**src/rtl/dcs_pkg.sv**
```systemverilog
// Shared constants, FSM encoding and the serial CRC-16 step for the Viterbi receive decoder.
package dcs_pkg;

  localparam int N_DATA  = 32;
  localparam int N_CRC   = 16;
  localparam int N_STEP  = 48;
  localparam int N_CODED = 96;

  localparam logic [15:0] CRC_POLY = 16'h8005;
  localparam logic [15:0] CRC_INIT = 16'hFFFF;

  // Generator taps over {u_k, u_k-1, u_k-2, u_k-3}, newest bit in the MSB.
  localparam logic [3:0] G_HI = 4'b1011;
  localparam logic [3:0] G_LO = 4'b1111;

  typedef enum logic [2:0] {
    ST_IDLE  = 3'd0,
    ST_ACS   = 3'd1,
    ST_TRACE = 3'd2,
    ST_CHECK = 3'd3,
    ST_DONE  = 3'd4
  } state_t;

  // One bit of the MSB-first CRC-16 (x^16+x^15+x^2+1) shift.
  function automatic logic [15:0] crc16_step(input logic [15:0] r, input logic d);
    logic fb;
    fb = r[15] ^ d;
    crc16_step = {r[14:0], 1'b0} ^ (fb ? CRC_POLY : 16'h0000);
  endfunction

endpackage

```
**src/rtl/viterbi_acs_unit.sv**
```systemverilog
// Combinational add-compare-select for one trellis step across all 8 states.
module viterbi_acs_unit
  import dcs_pkg::*;
#(
  parameter int PM_W = 8
) (
  input  logic [7:0][PM_W-1:0] pm_in,
  input  logic [1:0]           rx_pair,
  output logic [7:0][PM_W-1:0] pm_out,
  output logic [7:0]           surv
);

  for (genvar s = 0; s < 8; s++) begin : g_state
    // Encoder window for branch b is {s, b}: s[2] is the new bit, {s[1:0], b} the predecessor.
    localparam logic [2:0] S   = 3'(s);
    localparam logic [3:0] W0  = {S, 1'b0};
    localparam logic [3:0] W1  = {S, 1'b1};
    localparam logic       E10 = ^(W0 & G_HI);
    localparam logic       E00 = ^(W0 & G_LO);
    localparam logic       E11 = ^(W1 & G_HI);
    localparam logic       E01 = ^(W1 & G_LO);

    logic [PM_W-1:0] bm0, bm1, cand0, cand1;

    assign bm0   = PM_W'(E10 ^ rx_pair[1]) + PM_W'(E00 ^ rx_pair[0]);
    assign bm1   = PM_W'(E11 ^ rx_pair[1]) + PM_W'(E01 ^ rx_pair[0]);
    assign cand0 = pm_in[{S[1:0], 1'b0}] + bm0;
    assign cand1 = pm_in[{S[1:0], 1'b1}] + bm1;
    // Strict compare so that a tie keeps the b=0 predecessor.
    assign surv[s]   = (cand1 < cand0);
    assign pm_out[s] = (cand1 < cand0) ? cand1 : cand0;
  end

endmodule

```
**src/rtl/viterbi_rx_decoder.sv**
```systemverilog
// Deinterleave, 8-state hard-decision Viterbi decode with traceback, and CRC-16 verification of one codeword.
module viterbi_rx_decoder
  import dcs_pkg::*;
#(
  parameter int PM_W = 8
) (
  input  logic               clock,
  input  logic               reset_n,
  input  logic               start,
  input  logic [N_CODED-1:0] rx_word,
  output logic               busy,
  output logic               status,
  output logic [N_DATA-1:0]  data_out,
  output logic [N_CRC-1:0]   crc_out,
  output logic               crc_ok,
  output logic [PM_W-1:0]    pm_best
);

  localparam logic [PM_W-1:0] PM_HI = {1'b1, {(PM_W-1){1'b0}}};

  state_t                 state_r;
  logic [5:0]             step_r;
  logic [N_CODED-1:0]     fec_s;
  logic [N_CODED-1:0]     fec_r;
  logic [7:0][PM_W-1:0]   pm_r;
  logic [7:0][PM_W-1:0]   pm_next_s;
  logic [7:0]             surv_s;
  logic [7:0]             surv_r [N_STEP];
  logic [2:0]             trace_r;
  logic [15:0]            crc_r;
  logic [15:0]            crc_next_s;
  logic [PM_W-1:0]        best_pm_s;
  logic [2:0]             best_idx_s;

  // Undo the 4x4 block interleave of 6-bit groups.
  for (genvar i = 0; i < 4; i++) begin : g_di
    for (genvar j = 0; j < 4; j++) begin : g_dj
      assign fec_s[24*j + 6*i +: 6] = rx_word[(3-i)*24 + 6*j +: 6];
    end
  end

  // fec_r is shifted left each ACS step so the current pair is always at the top.
  viterbi_acs_unit #(.PM_W(PM_W)) u_acs (
    .pm_in   (pm_r),
    .rx_pair (fec_r[95:94]),
    .pm_out  (pm_next_s),
    .surv    (surv_s)
  );

  // Traceback start: lowest final metric, lowest index on a tie.
  always_comb begin
    best_pm_s  = pm_next_s[0];
    best_idx_s = 3'd0;
    for (int s = 1; s < 8; s++) begin
      if (pm_next_s[s] < best_pm_s) begin
        best_pm_s  = pm_next_s[s];
        best_idx_s = 3'(s);
      end else begin
        best_idx_s = best_idx_s;
      end
    end
  end

  // During CHECK step_r counts 0..31, so ~step_r[4:0] walks data_out MSB first.
  assign crc_next_s = crc16_step(crc_r, data_out[~step_r[4:0]]);

  // Survivor store written once per ACS step; intentionally not reset.
  always_ff @(posedge clock) begin
    if (state_r == ST_ACS) begin
      surv_r[step_r] <= surv_s;
    end
  end

  // Main sequencer: capture, 48 ACS steps, 48 traceback steps, 32 CRC steps, done.
  always_ff @(posedge clock or negedge reset_n) begin
    if (!reset_n) begin
      state_r  <= ST_IDLE;
      step_r   <= 6'd0;
      fec_r    <= '0;
      pm_r     <= '0;
      trace_r  <= 3'd0;
      crc_r    <= CRC_INIT;
      busy     <= 1'b0;
      status   <= 1'b0;
      crc_ok   <= 1'b0;
      data_out <= 32'd0;
      crc_out  <= 16'd0;
      pm_best  <= '0;
    end else begin
      case (state_r)
        ST_IDLE: begin
          if (start) begin
            fec_r <= fec_s;
            for (int s = 0; s < 8; s++) begin
              pm_r[s] <= (s == 0) ? '0 : PM_HI;
            end
            step_r  <= 6'd0;
            crc_r   <= CRC_INIT;
            status  <= 1'b0;
            crc_ok  <= 1'b0;
            busy    <= 1'b1;
            state_r <= ST_ACS;
          end
        end
        ST_ACS: begin
          pm_r  <= pm_next_s;
          fec_r <= {fec_r[93:0], 2'b00};
          if (step_r == 6'd47) begin
            pm_best <= best_pm_s;
            trace_r <= best_idx_s;
            state_r <= ST_TRACE;
          end else begin
            step_r <= step_r + 6'd1;
          end
        end
        ST_TRACE: begin
          // u_k lands at data_out[31-k] for k<32, else crc_out[47-k].
          if (step_r < 6'd32) begin
            data_out[~step_r[4:0]] <= trace_r[2];
          end else begin
            crc_out[~step_r[3:0]] <= trace_r[2];
          end
          trace_r <= {trace_r[1:0], surv_r[step_r][trace_r]};
          if (step_r == 6'd0) begin
            state_r <= ST_CHECK;
          end else begin
            step_r <= step_r - 6'd1;
          end
        end
        ST_CHECK: begin
          crc_r <= crc_next_s;
          if (step_r == 6'd31) begin
            crc_ok  <= (crc_next_s == crc_out);
            state_r <= ST_DONE;
          end else begin
            step_r <= step_r + 6'd1;
          end
        end
        ST_DONE: begin
          status  <= 1'b1;
          busy    <= 1'b0;
          state_r <= ST_IDLE;
        end
        default: begin
          state_r <= ST_IDLE;
        end
      endcase
    end
  end

endmodule
```
**config.mk**
```make
export PLATFORM = sky130hd
export DESIGN_NAME = viterbi_rx_decoder
export DESIGN_NICKNAME = d
export VERILOG_FILES = /design/src/rtl/dcs_pkg.sv /design/src/rtl/viterbi_acs_unit.sv /design/src/rtl/viterbi_rx_decoder.sv
export SDC_FILE = /design/constraint.sdc
export NUM_CORES = 1
export LEC_CHECK = 0
export CAP_MARGIN = 30
export CORE_MARGIN = 2
export CORE_UTILIZATION = 45
export CTS_BUF_LIST = sky130_fd_sc_hd__clkbuf_8 sky130_fd_sc_hd__clkbuf_16
export CTS_CLUSTER_SIZE = 30
export DETAILED_ROUTE_END_ITERATION = 10
export PLACE_DENSITY = 0.62
export RECOVER_POWER = 100
export SLEW_MARGIN = 0
export SYNTH_ARGS = -nofsm -noshare
export SYNTH_HDL_FRONTEND = slang
export SYNTH_SLANG_ARGS = --single-unit
```
**constraint.sdc**
```tcl
create_clock -name clock -period 40.3 [get_ports clock]
set_input_delay 6.045 -clock clock [delete_from_list [all_inputs] [get_ports clock]]
set_output_delay 6.045 -clock clock [all_outputs]
set_load 0.05 [all_outputs]
```
* Word level (Yosys, flattened, before mapping)
Memory sizes are Yosys's and may differ from the RTL's.
Index checks and enable logic that the tools add are counted.
W data, S select, Z words.
** Word-level totals
- Register bits :: 247
- Latch bits :: 0
- Memory bits (writable) :: 384
- Memory bits (read-only) :: 0
- Input port bits :: 99
- Memories :: 1
** Memory list
- surv_r :: depth 48, width 8, rd ports 1, clocked after Yosys merged registers in 0, wr ports 1, RTL line viterbi_rx_decoder.sv:28 : logic [7:0] surv_r [N_STEP];
** Operators by class
- Add/sub/neg operators :: 22
- Multiply operators :: 0
- Divide/modulo/power cells :: 0
- Order comparisons :: 21
- Eq/ne operators :: 14
- Shifts and indexed selects :: 0
- Multiplexer cells :: 59
- Bitwise gates (word level) :: 7
- Reductions and logical operators :: 19
** Operators with widths (number)
- $pmux W96 S2 :: 1
- $pmux W64 S2 :: 1
- $lt A8 B8 Y1 :: 15
- $mux W8 :: 15
- $add A8 B8 Y8 :: 13
- $mux W96 :: 1
- $mux W64 :: 1
- $mux W3 :: 11
- $bwmux W32 :: 1
- $mux W16 :: 2
- $pmux W16 S2 :: 1
- $add A8 B2 Y8 :: 3
- $mux W6 :: 4
- $pmux W6 S4 :: 1
- $bwmux W16 :: 1
- $eq A16 B16 Y1 :: 1
- $xor A16 B16 Y16 :: 1
- $reduce_and A2 Y1 :: 7
- $ne A2 B2 Y1 const B :: 6
- $pmux W3 S4 :: 1
- $mux W1 :: 10
- $add A1 B1 Y2 :: 4
- $reduce_bool A2 Y1 :: 4
- $add A6 B1 Y6 const B :: 1
- 30 further kinds :: 36

* Logic depth before layout (Yosys ltp)
Gate-level depths: netlist of the first run.
- Depth after elaboration :: 21
- Gate-level depth with buffers :: 94
- Mapped depth without buffers :: 85

* Hierarchy
A second synthesis of the first run with hierarchy kept.
** Second synthesis, totals
- Cells, all modules :: 2665
- Area, all modules :: 32566.2 um2
** By module, submodules not included
- viterbi_rx_decoder :: instances 1, cells each 2064, area an instance 27961.8 um2, seq. area each 17732.0 um2
- viterbi_acs_unit :: instances 1, cells each 601, area an instance 4604.4 um2, seq. area each 0.0 um2

* Worst setup path after synthesis of the first run
OpenSTA, ideal clock, no wires.
- Kind :: flip-flop to flip-flop
- Start point :: register fec_r[94]
- End point :: register pm_best[1]
- Library setup time :: 0.154 ns
- Arrival time :: 15.871 ns
- Data required time :: 40.146 ns
- Path slack :: 24.276 ns
- Stages on the path, launching flop included :: 88
- Path buffers :: 7
- Path through :: dfrtp_1 -> inv_1 -> ha_1 -> ha_1 -> ha_1 -> a21oi_1 -> nor2_1 -> xnor2_1 -> inv_1 -> ha_1 -> nor2_1 -> o21ai_0 -> o22ai_1 -> o211ai_2 -> nand2_2 -> mux2_2 -> ha_1 -> a21o_1 -> [... 52 more ...] -> ha_1 -> a21o_1 -> a21oi_1 -> nor2_1 -> nor2_1 -> nand2_1 -> nor2b_1 -> and4_4 -> or3_1 -> buf_6 -> mux2i_4 -> ha_1 -> a21o_1 -> a21o_1 -> a21oi_1 -> and2_1 -> a311o_1 -> o221ai_1
** Between the ends
- Word-level cells in the longest chain between the ends :: 19
- Elaborated cells between the ends (all ways) :: 51
- Classes of those cells :: 20 x add/sub; 15 x order compare; 15 x mux; 1 x bitwise
** RTL lines
- start: declaration :: RTL line viterbi_rx_decoder.sv:24 : logic [N_CODED-1:0] fec_r;
- start signal: assignment :: RTL line viterbi_rx_decoder.sv:93 : fec_r <= fec_s;
- start signal: assignment :: RTL line viterbi_rx_decoder.sv:107 : fec_r <= {fec_r[93:0], 2'b00};
- $not A1 Y1 (no source line)
- $add A1 B1 Y2 :: RTL line viterbi_acs_unit.sv:26 : assign bm1 = PM_W'(E11 ^ rx_pair[1]) + PM_W'(E01 ^ rx_pair[0]);
- $add A8 B2 Y8 :: RTL line viterbi_acs_unit.sv:28 : assign cand1 = pm_in[{S[1:0], 1'b1}] + bm1;
- $lt A8 B8 Y1 *
- net surv_s[0] :: RTL line viterbi_rx_decoder.sv:27 : logic [7:0] surv_s;
- $mux W8 * :: RTL line viterbi_acs_unit.sv:31 : assign pm_out[s] = (cand1 < cand0) ? cand1 : cand0;
- $lt A8 B8 Y1 :: RTL line viterbi_rx_decoder.sv:55 : if (pm_next_s[s] < best_pm_s) begin
- $mux W8 * :: RTL line viterbi_rx_decoder.sv:55
- [... 4 more ...]
- $lt A8 B8 Y1 :: RTL line viterbi_rx_decoder.sv:55
- $mux W8 * :: RTL line viterbi_rx_decoder.sv:55
- $lt A8 B8 Y1 :: RTL line viterbi_rx_decoder.sv:55
- $mux W8 * :: RTL line viterbi_rx_decoder.sv:55
- $lt A8 B8 Y1 :: RTL line viterbi_rx_decoder.sv:55
- $mux W8 * :: RTL line viterbi_rx_decoder.sv:55
- $lt A8 B8 Y1 :: RTL line viterbi_rx_decoder.sv:55
- $mux W8 * :: RTL line viterbi_rx_decoder.sv:55
- end signal: assignment :: RTL line viterbi_rx_decoder.sv:109 : pm_best <= best_pm_s;
- end: declaration :: RTL line viterbi_rx_decoder.sv:16 : output logic [PM_W-1:0] pm_best
The timed path passes the listed nets; every way through them passes the cells marked *.
A chain may end at the register's enable or synchronous reset.

* Worst setup path in the final report of the first run
- Start point :: register fec_r[94]
- End point :: register pm_best[3]
The elaborated chain is that of the path after synthesis.

==> impl_metrics.csv, run 1 <==
group,metric,value,unit
critical_path,end_kind,"flop",
floorplan,die_w,271.6,um
timing,fin_crit,23170,ps
cells_and_area,layout-drive-gt1-share,13.25,%
critical_path,crit_slowest_cell,"a2111oi_0",
detailed_routing,drt_pre_antenna_iters,7,
detailed_routing,avgViaCountPerCell,5.739,
cts,clk_root_buffer_cell,"clkbuf_16",
cells_and_area,multi_input_area,0.01348,mm2
run,drv_cap,17,
synth,netlist_area,0.03223,mm2
synth,yosysSeqAreaShare,55.02,%
timing,whs,452.7,ps
cells_and_area,final_nets,2965,
synth,postSynthAreaPerCell,12.30,um2
grt,grt_max_degree,116,
detailed_routing,wl_per_cell,22.70,um
timing,fmax,0.04315,GHz
cts,clock_path_buffers,3,
grt,grtUsageTotal,22.96,%
timing,timing.final.crit_share,57.50,%
synth,yosys_most_used_dff,"edfxtp_1",
timing,final.setup.tns,0,ps
grt,grt_pass1_vias,21540,
cts,cts_resized,0,
floorplan,start_util,45.24,%
outcome,status,"complete, but fails checks",
critical_path,critical_path_arrival,23610,ps
detailed_routing,drt_iter0_markers,1727,
detailed_routing,ant_nets,0,
synth,synth.ff_latch_count,631,
timing,slew_violations,971,
timing,relSlewSlack,-308.6,%
grt,grt_pass1_wl,130.6,mm
critical_path,required,40740,ps
critical_path,path_delay_family,"compound AO/OA/AOI/OAI gates",
synth,synth_fp_nets,2854,
timing,fin_skew,33.18,ps
timing,worstMarginPinSlew,6129,ps
floorplan,fp-row-count,98,
cells_and_area,syn2layout_area_growth,14.34,%
cts,insertion_delay,630,ps
min_path,min_path_type,"flop to flop",
placed_design,place_inst,3604,
cts,postCtsSetupBuffers,0,
placed_design,hpwl,58.31,mm
timing,rsz0062_at_grt,"no",
cts,clkTransAtPathRegs,60,ps
placed_design,pre_cts_ws,21710,ps
synth,synth.distinct_cells,85,
floorplan,core_region_area,0.07124,mm2
placed_design,numPortBuffers,157,
synth,synthArstFlopShare,39.14,%
detailed_routing,wl,84.81,mm
grt,grt_remaining_overflow,0,
placed_design,gp_congestion,0.9139,
critical_path,critPathMostFrequentCell,"ha_1",
cells_and_area,fin_cells,3736,
detailed_routing,drc,0,
detailed_routing,vias,21440,
timing,finalHoldViolCount,0,
cts,cts_inserted_buffers,69,
critical_path,cp_max_fo,49,
outcome,violations,"capacitance limit, slew limit",
cts,postCtsHoldBufs,0,
critical_path,slowest_delay,3030,ps
floorplan,dieArea,0.07378,mm2
timing,setup_viol,0,
timing,setup_ws,17130,ps
detailed_routing,wl_met3,5.315,mm
critical_path,worstSetupPathType,"flop to flop",
cts,cts_tree,"done",
cells_and_area,nFillCells,6117,
synth,synth_warnings,0,
floorplan,ios,158,
cts,htree_levels,3,
floorplan,die_h,271.6,um
synth,synth_edf_count,384,
synth,synthCells,2620,
critical_path,cp_num_buf_inv,6,
grt,antenna_found_initial,2,
cells_and_area,seqCellArea,0.01774,mm2
detailed_routing,wl_met2,41.36,mm
cts,clock_sinks,631,
detailed_routing,highest_layer,"met4",
critical_path,cp-start-kind,"flop",
detailed_routing,wl_met1,35.94,mm
## flip-flops by register name (all words and copies together) (netlist names), 3 cells and up
| name | flops |
|---|---|
| step_r | 6 |
| crc_r | 16 |
| surv_r | 384 |
| state_r | 3 |
| data_out | 32 |
| crc_out | 16 |
| pm_best | 8 |
| trace_r | 3 |
| fec_r | 96 |
| pm_r | 64 |
## worst register-to-register path, delay by kind of cell (launching register included)
kind | cells | cell delay [ps]
adders and majority gates | 11 | 3250
muxes | 6 | 2370
buffers and inverters | 6 | 1940
DFF | 1 | 400
xor gates and xnor gates | 1 | 220
and+or+nand+nor | 30 | 6030
AOI/OAI and AO/OA | 24 | 8780
## per-stage QoR
stage	cell area [um2]	util [%]
6_report	36850	51.73
5_1_grt	36850	51.72
4_1_cts	36970	51.90
3_5_place_dp	34700	48.71
3_3_place_gp	34660	48.65
2_1_floorplan	32230	-
## final timing paths
check                                      startpoint                     end  slack, ps  depth (start not counted)
worst max-delay path            fec_r[94]$_DFFE_PN0P_  pm_best[3]$_DFFE_PN0P_      17130                         78
worst min-delay path             crc_r[8]$_DFFE_PN1P_    crc_r[9]$_DFFE_PN1P_        450                          2
worst max register to register  fec_r[94]$_DFFE_PN0P_  pm_best[3]$_DFFE_PN0P_      17130                         78
worst min register to register   crc_r[8]$_DFFE_PN1P_    crc_r[9]$_DFFE_PN1P_        450                          2
max in group asynchronous                     reset_n   step_r[0]$_DFFE_PN0P_      26570                          2
min in group asynchronous                     reset_n   fec_r[63]$_DFFE_PN0P_       7690                          1
## synthesized netlist by cell type (4+ instances only)
master / count / area share, %
a211oi_1: 10 / 0.23
a21o_1: 29 / 0.68
a21oi_1: 83 / 1.3
a22oi_1: 7 / 0.16
a31oi_1: 7 / 0.14
a32oi_1: 4 / 0.11
and2_1: 11 / 0.21
and3_1: 11 / 0.21
buf_1: 19 / 0.22
buf_2: 5 / 0.078
clkbuf_1: 123 / 1.4
dfrtp_1: 231 / 18
dfstp_2: 16 / 1.3
edfxtp_1: 384 / 36
fa_1: 9 / 0.56
ha_1: 126 / 4.9
inv_1: 103 / 1.2
maj3_1: 4 / 0.12
mux2_2: 73 / 2.6
mux2i_1: 58 / 1.8
mux2i_4: 7 / 0.49
mux4_2: 129 / 9.0
nand2_1: 199 / 2.3
nand2b_1: 18 / 0.35
nand3_1: 107 / 1.7
nand3b_1: 10 / 0.23
nand4_1: 12 / 0.23
nor2_1: 328 / 3.8
nor2b_1: 33 / 0.64
nor3_1: 15 / 0.23
nor4_1: 5 / 0.097
o211ai_1: 8 / 0.19
o21a_1: 6 / 0.14
o21ai_0: 119 / 1.8
o21ai_1: 4 / 0.062
o221ai_1: 7 / 0.19
o22ai_1: 95 / 1.8
o31ai_1: 6 / 0.14
or3_1: 7 / 0.14
xnor2_1: 64 / 1.7
xor2_1: 61 / 1.7
## final cells by class
cell class,instances,area share (%)
diodes,1,0.006790
clock buffers,76,4.977
flip-flops and latches,631,48.13
clock inverters,49,1.182
well taps,950,3.225
multi-input cells,1733,36.59
inverters,103,1.049
repair buffers,193,4.835
## metal layers
metal	global-route usage, %	vias to the layer above
met3	4.281	135
met2	37.84	662
li1	-	9852
met4	7.519	0
met1	30.77	10790
met5	0	-
## logic make-up (layout without fill, tap and decap cells)
| kind of cell | after synthesis | in the layout | synth area share (%) |
|---|---|---|---|
| compound gates | 426 | 426 | 8.339 |
| xor+xnor | 126 | 126 | 3.447 |
| fa+ha+maj | 140 | 140 | 5.609 |
| buf+inv | 256 | 421 | 3.106 |
| flops | 631 | 631 | 55.02 |
| mux | 268 | 268 | 13.90 |
| other cells | 0 | 1 | 0 |
| simple gates | 773 | 773 | 10.58 |
## cell usage in the layout, fill, tap and decap left out, types with 29 or more instances in the layout
| cell type | synthesis | layout |
|---|---|---|
| dfrtp_1 | 231 | 228 |
| ha_1 | 126 | 126 |
| edfxtp_1 | 384 | 384 |
| xor2_1 | 61 | 61 |
| clkbuf_16 | 0 | 70 |
| a21o_1 | 29 | 29 |
| xnor2_1 | 64 | 64 |
| a21oi_1 | 83 | 81 |
| mux2i_1 | 58 | 58 |
| nor2_1 | 328 | 327 |
| inv_1 | 103 | 121 |
| nor2b_1 | 33 | 33 |
| nand2_1 | 199 | 200 |
| dlygate4sd3_1 | 0 | 60 |
| nand3_1 | 107 | 107 |
| mux2_2 | 73 | 72 |
| clkdlybuf4s50_1 | 0 | 96 |
| mux4_2 | 129 | 129 |
| o22ai_1 | 95 | 95 |
| o21ai_0 | 119 | 123 |
Power of run 1 is not shown: default switching activity piles up to over one toggle a cycle in this logic, so the estimate is an artifact.
==> inputs of run 2 (changes only) <==
Settings changed: PLACE_DENSITY 0.62 to 0.65.
Clock period 40.3 ns to 20.5 ns, I/O delays scaled along.
==> impl_metrics.csv, run 2 (same netlist as run 1, synthesis figures left out) <==
group,metric,value,unit
timing,final.setup.tns,0,ps
outcome,violations,"capacitance limit, slew limit",
timing,relSlewSlack,-487.5,%
cells_and_area,fin_util,51.86,%
cts,clock_sinks,631,
min_path,min_path_type,"flop to flop",
cells_and_area,final_nets,2965,
timing,fin_crit,18790,ps
detailed_routing,wl_per_cell,22.33,um
grt,antenna_found_initial,3,
cells_and_area,syn2layout_area_growth,14.62,%
min_path,holdPathStages,2,
cts,cts_resized,0,
cells_and_area,largest_reg_flops,384,
min_path,holdPathEnd,"crc_r[13]$_DFFE_PN1P_",
cts,clock_path_buffers,3,
cts,postCtsHoldBufs,0,
detailed_routing,drt_pre_antenna_iters,5,
cts,clkTransAtPathRegs,60,ps
grt,grt_pass1_wl,128.5,mm
timing,slew_violations,988,
cells_and_area,top_register,"surv_r",
detailed_routing,avgViaCountPerCell,5.764,
critical_path,r2r-start,"fec_r[94]$_DFFE_PN0P_",
critical_path,r2r-end,"pm_best[3]$_DFFE_PN0P_",
grt,grt_remaining_overflow,0,
cts,cts_tree,"done",
critical_path,cp_max_fo,55,
detailed_routing,drt_iter0_markers,1688,
cells_and_area,fin_cells,3739,
floorplan,die_w,271.6,um
timing,timing.final.crit_share,91.64,%
critical_path,r2r_slack,1710,ps
cts,postCtsSetupBuffers,0,
placed_design,numPortBuffers,157,
run,drv_cap,14,
critical_path,cp-start-kind,"flop",
floorplan,core_region_area,0.07124,mm2
floorplan,dieArea,0.07378,mm2
detailed_routing,drc,0,
cts,cts_inserted_buffers,71,
detailed_routing,vias,21550,
critical_path,crit_slowest_cell,"or3_1",
timing,rsz0062_at_grt,"no",
placed_design,post_dp_cell_area,0.03471,mm2
cts,insertion_delay,620,ps
cells_and_area,layout-drive-gt1-share,13.06,%
timing,fmax,0.05323,GHz
placed_design,gp_congestion,0.9070,
cells_and_area,layout_commonest_cell,"edfxtp_1",
critical_path,worstSetupPathType,"flop to flop",
detailed_routing,wl,83.49,mm
cts,htree_levels,3,
cells_and_area,layout_common_cells,"edfxtp_1, nor2_1, dfrtp_1",
critical_path,critPathMostFrequentCell,"ha_1",
grt,grtUsageTotal,22.48,%
timing,finalHoldViolCount,0,
floorplan,ios,158,
critical_path,end_kind,"flop",
cells_and_area,reg_top3,"surv_r: 384 flops, fec_r: 96 flops, pm_r: 64 flops",
grt,grt_max_degree,168,
timing,setup_viol,0,
detailed_routing,ant_nets,0,
critical_path,slowest_delay,720,ps
critical_path,path_delay_family,"compound AO/OA/AOI/OAI gates",
critical_path,critical_path_arrival,19230,ps
timing,fin_skew,40.52,ps
cts,clk_root_buffer_cell,"clkbuf_16",
placed_design,place_inst,3604,
grt,grt_pass1_vias,21900,
floorplan,fp-row-count,98,
placed_design,hpwl,57.79,mm
floorplan,start_util,45.24,%
critical_path,cp_num_buf_inv,6,
critical_path,r2r.worst_path.cells,79,
outcome,status,"complete, but fails checks",
critical_path,required,20950,ps
min_path,holdCritStartpoint,"crc_r[12]$_DFFE_PN1P_",
floorplan,die_h,271.6,um
timing,worstMarginPinSlew,8813,ps
cells_and_area,final_area,0.03694,mm2
run 2: cell types whose count changed in the layout (fill, tap and decap cells not counted), moves of 2 or more:
cell / previous run / this run
and2_0: 6 / 4
and2_1: 6 / 8
buf_4: 15 / 12
clkbuf_16: 70 / 72
clkbuf_8: 6 / 2
clkinv_1: 3 / 12
inv_1: 121 / 113
inv_6: 1 / 4
mux2_1: 1 / 11
mux2_2: 72 / 62
o21ai_0: 123 / 121
run 2: layout make-up:
type	instances	area [um2]
Multi-Input combinational cell	1733	13540
Clock inverter	55	493.0
Inverter	103	386.6
Antenna cell	2	5.005
Sequential cell	631	17740
Fill cell	5987	34300
Tap cell	950	1189
Timing Repair Buffer	191	1762
Clock buffer	74	1829
run 2: worst max-delay path by stage:
stage,from,to,slack (ps),depth (start not counted)
6_report,fec_r[94]$_DFFE_PN0P_,pm_best[3]$_DFFE_PN0P_,1710,79
5_1_grt,fec_r[94]$_DFFE_PN0P_,pm_best[2]$_DFFE_PN0P_,160,80
4_1_cts,fec_r[94]$_DFFE_PN0P_,pm_best[3]$_DFFE_PN0P_,1800,80
3_5_place_dp,fec_r[94]$_DFFE_PN0P_,pm_best[3]$_DFFE_PN0P_,1870,80
3_3_place_gp,fec_r[94]$_DFFE_PN0P_,pm_best[5]$_DFFE_PN0P_,2480,80
2_1_floorplan,fec_r[94]$_DFFE_PN0P_,pm_best[1]$_DFFE_PN0P_,4480,87
run 2: through the flow:
stage / setup slack (ps) / hold WS (ps)
after global routing: 164.5 / 477.9
after global placement: 2482 / 456.9
after detailed placement: 1871 / 460.4
after floorplan: 4476 / 446.7
after CTS: 1804 / 455.6
final: 1714 / 452.7
run 2: routing by layer:
| metal | up-vias | GRT usage, % | wire, um |
|---|---|---|---|
| met5 | - | 0 | 8 |
| met3 | 152 | 4.511 | 5159 |
| met1 | 10880 | 29.36 | 34750 |
| met4 | 2 | 8.025 | 2527 |
| li1 | 9859 | - | - |
| met2 | 661 | 37.39 | 41040 |
run 2: tightest hold or removal path, cell delays in order, from the launching register on:
cell and delay (ps):
dfstp_2 380, nand2_1 50, nand2_1 40
Power of run 2 is left out for the same reason.
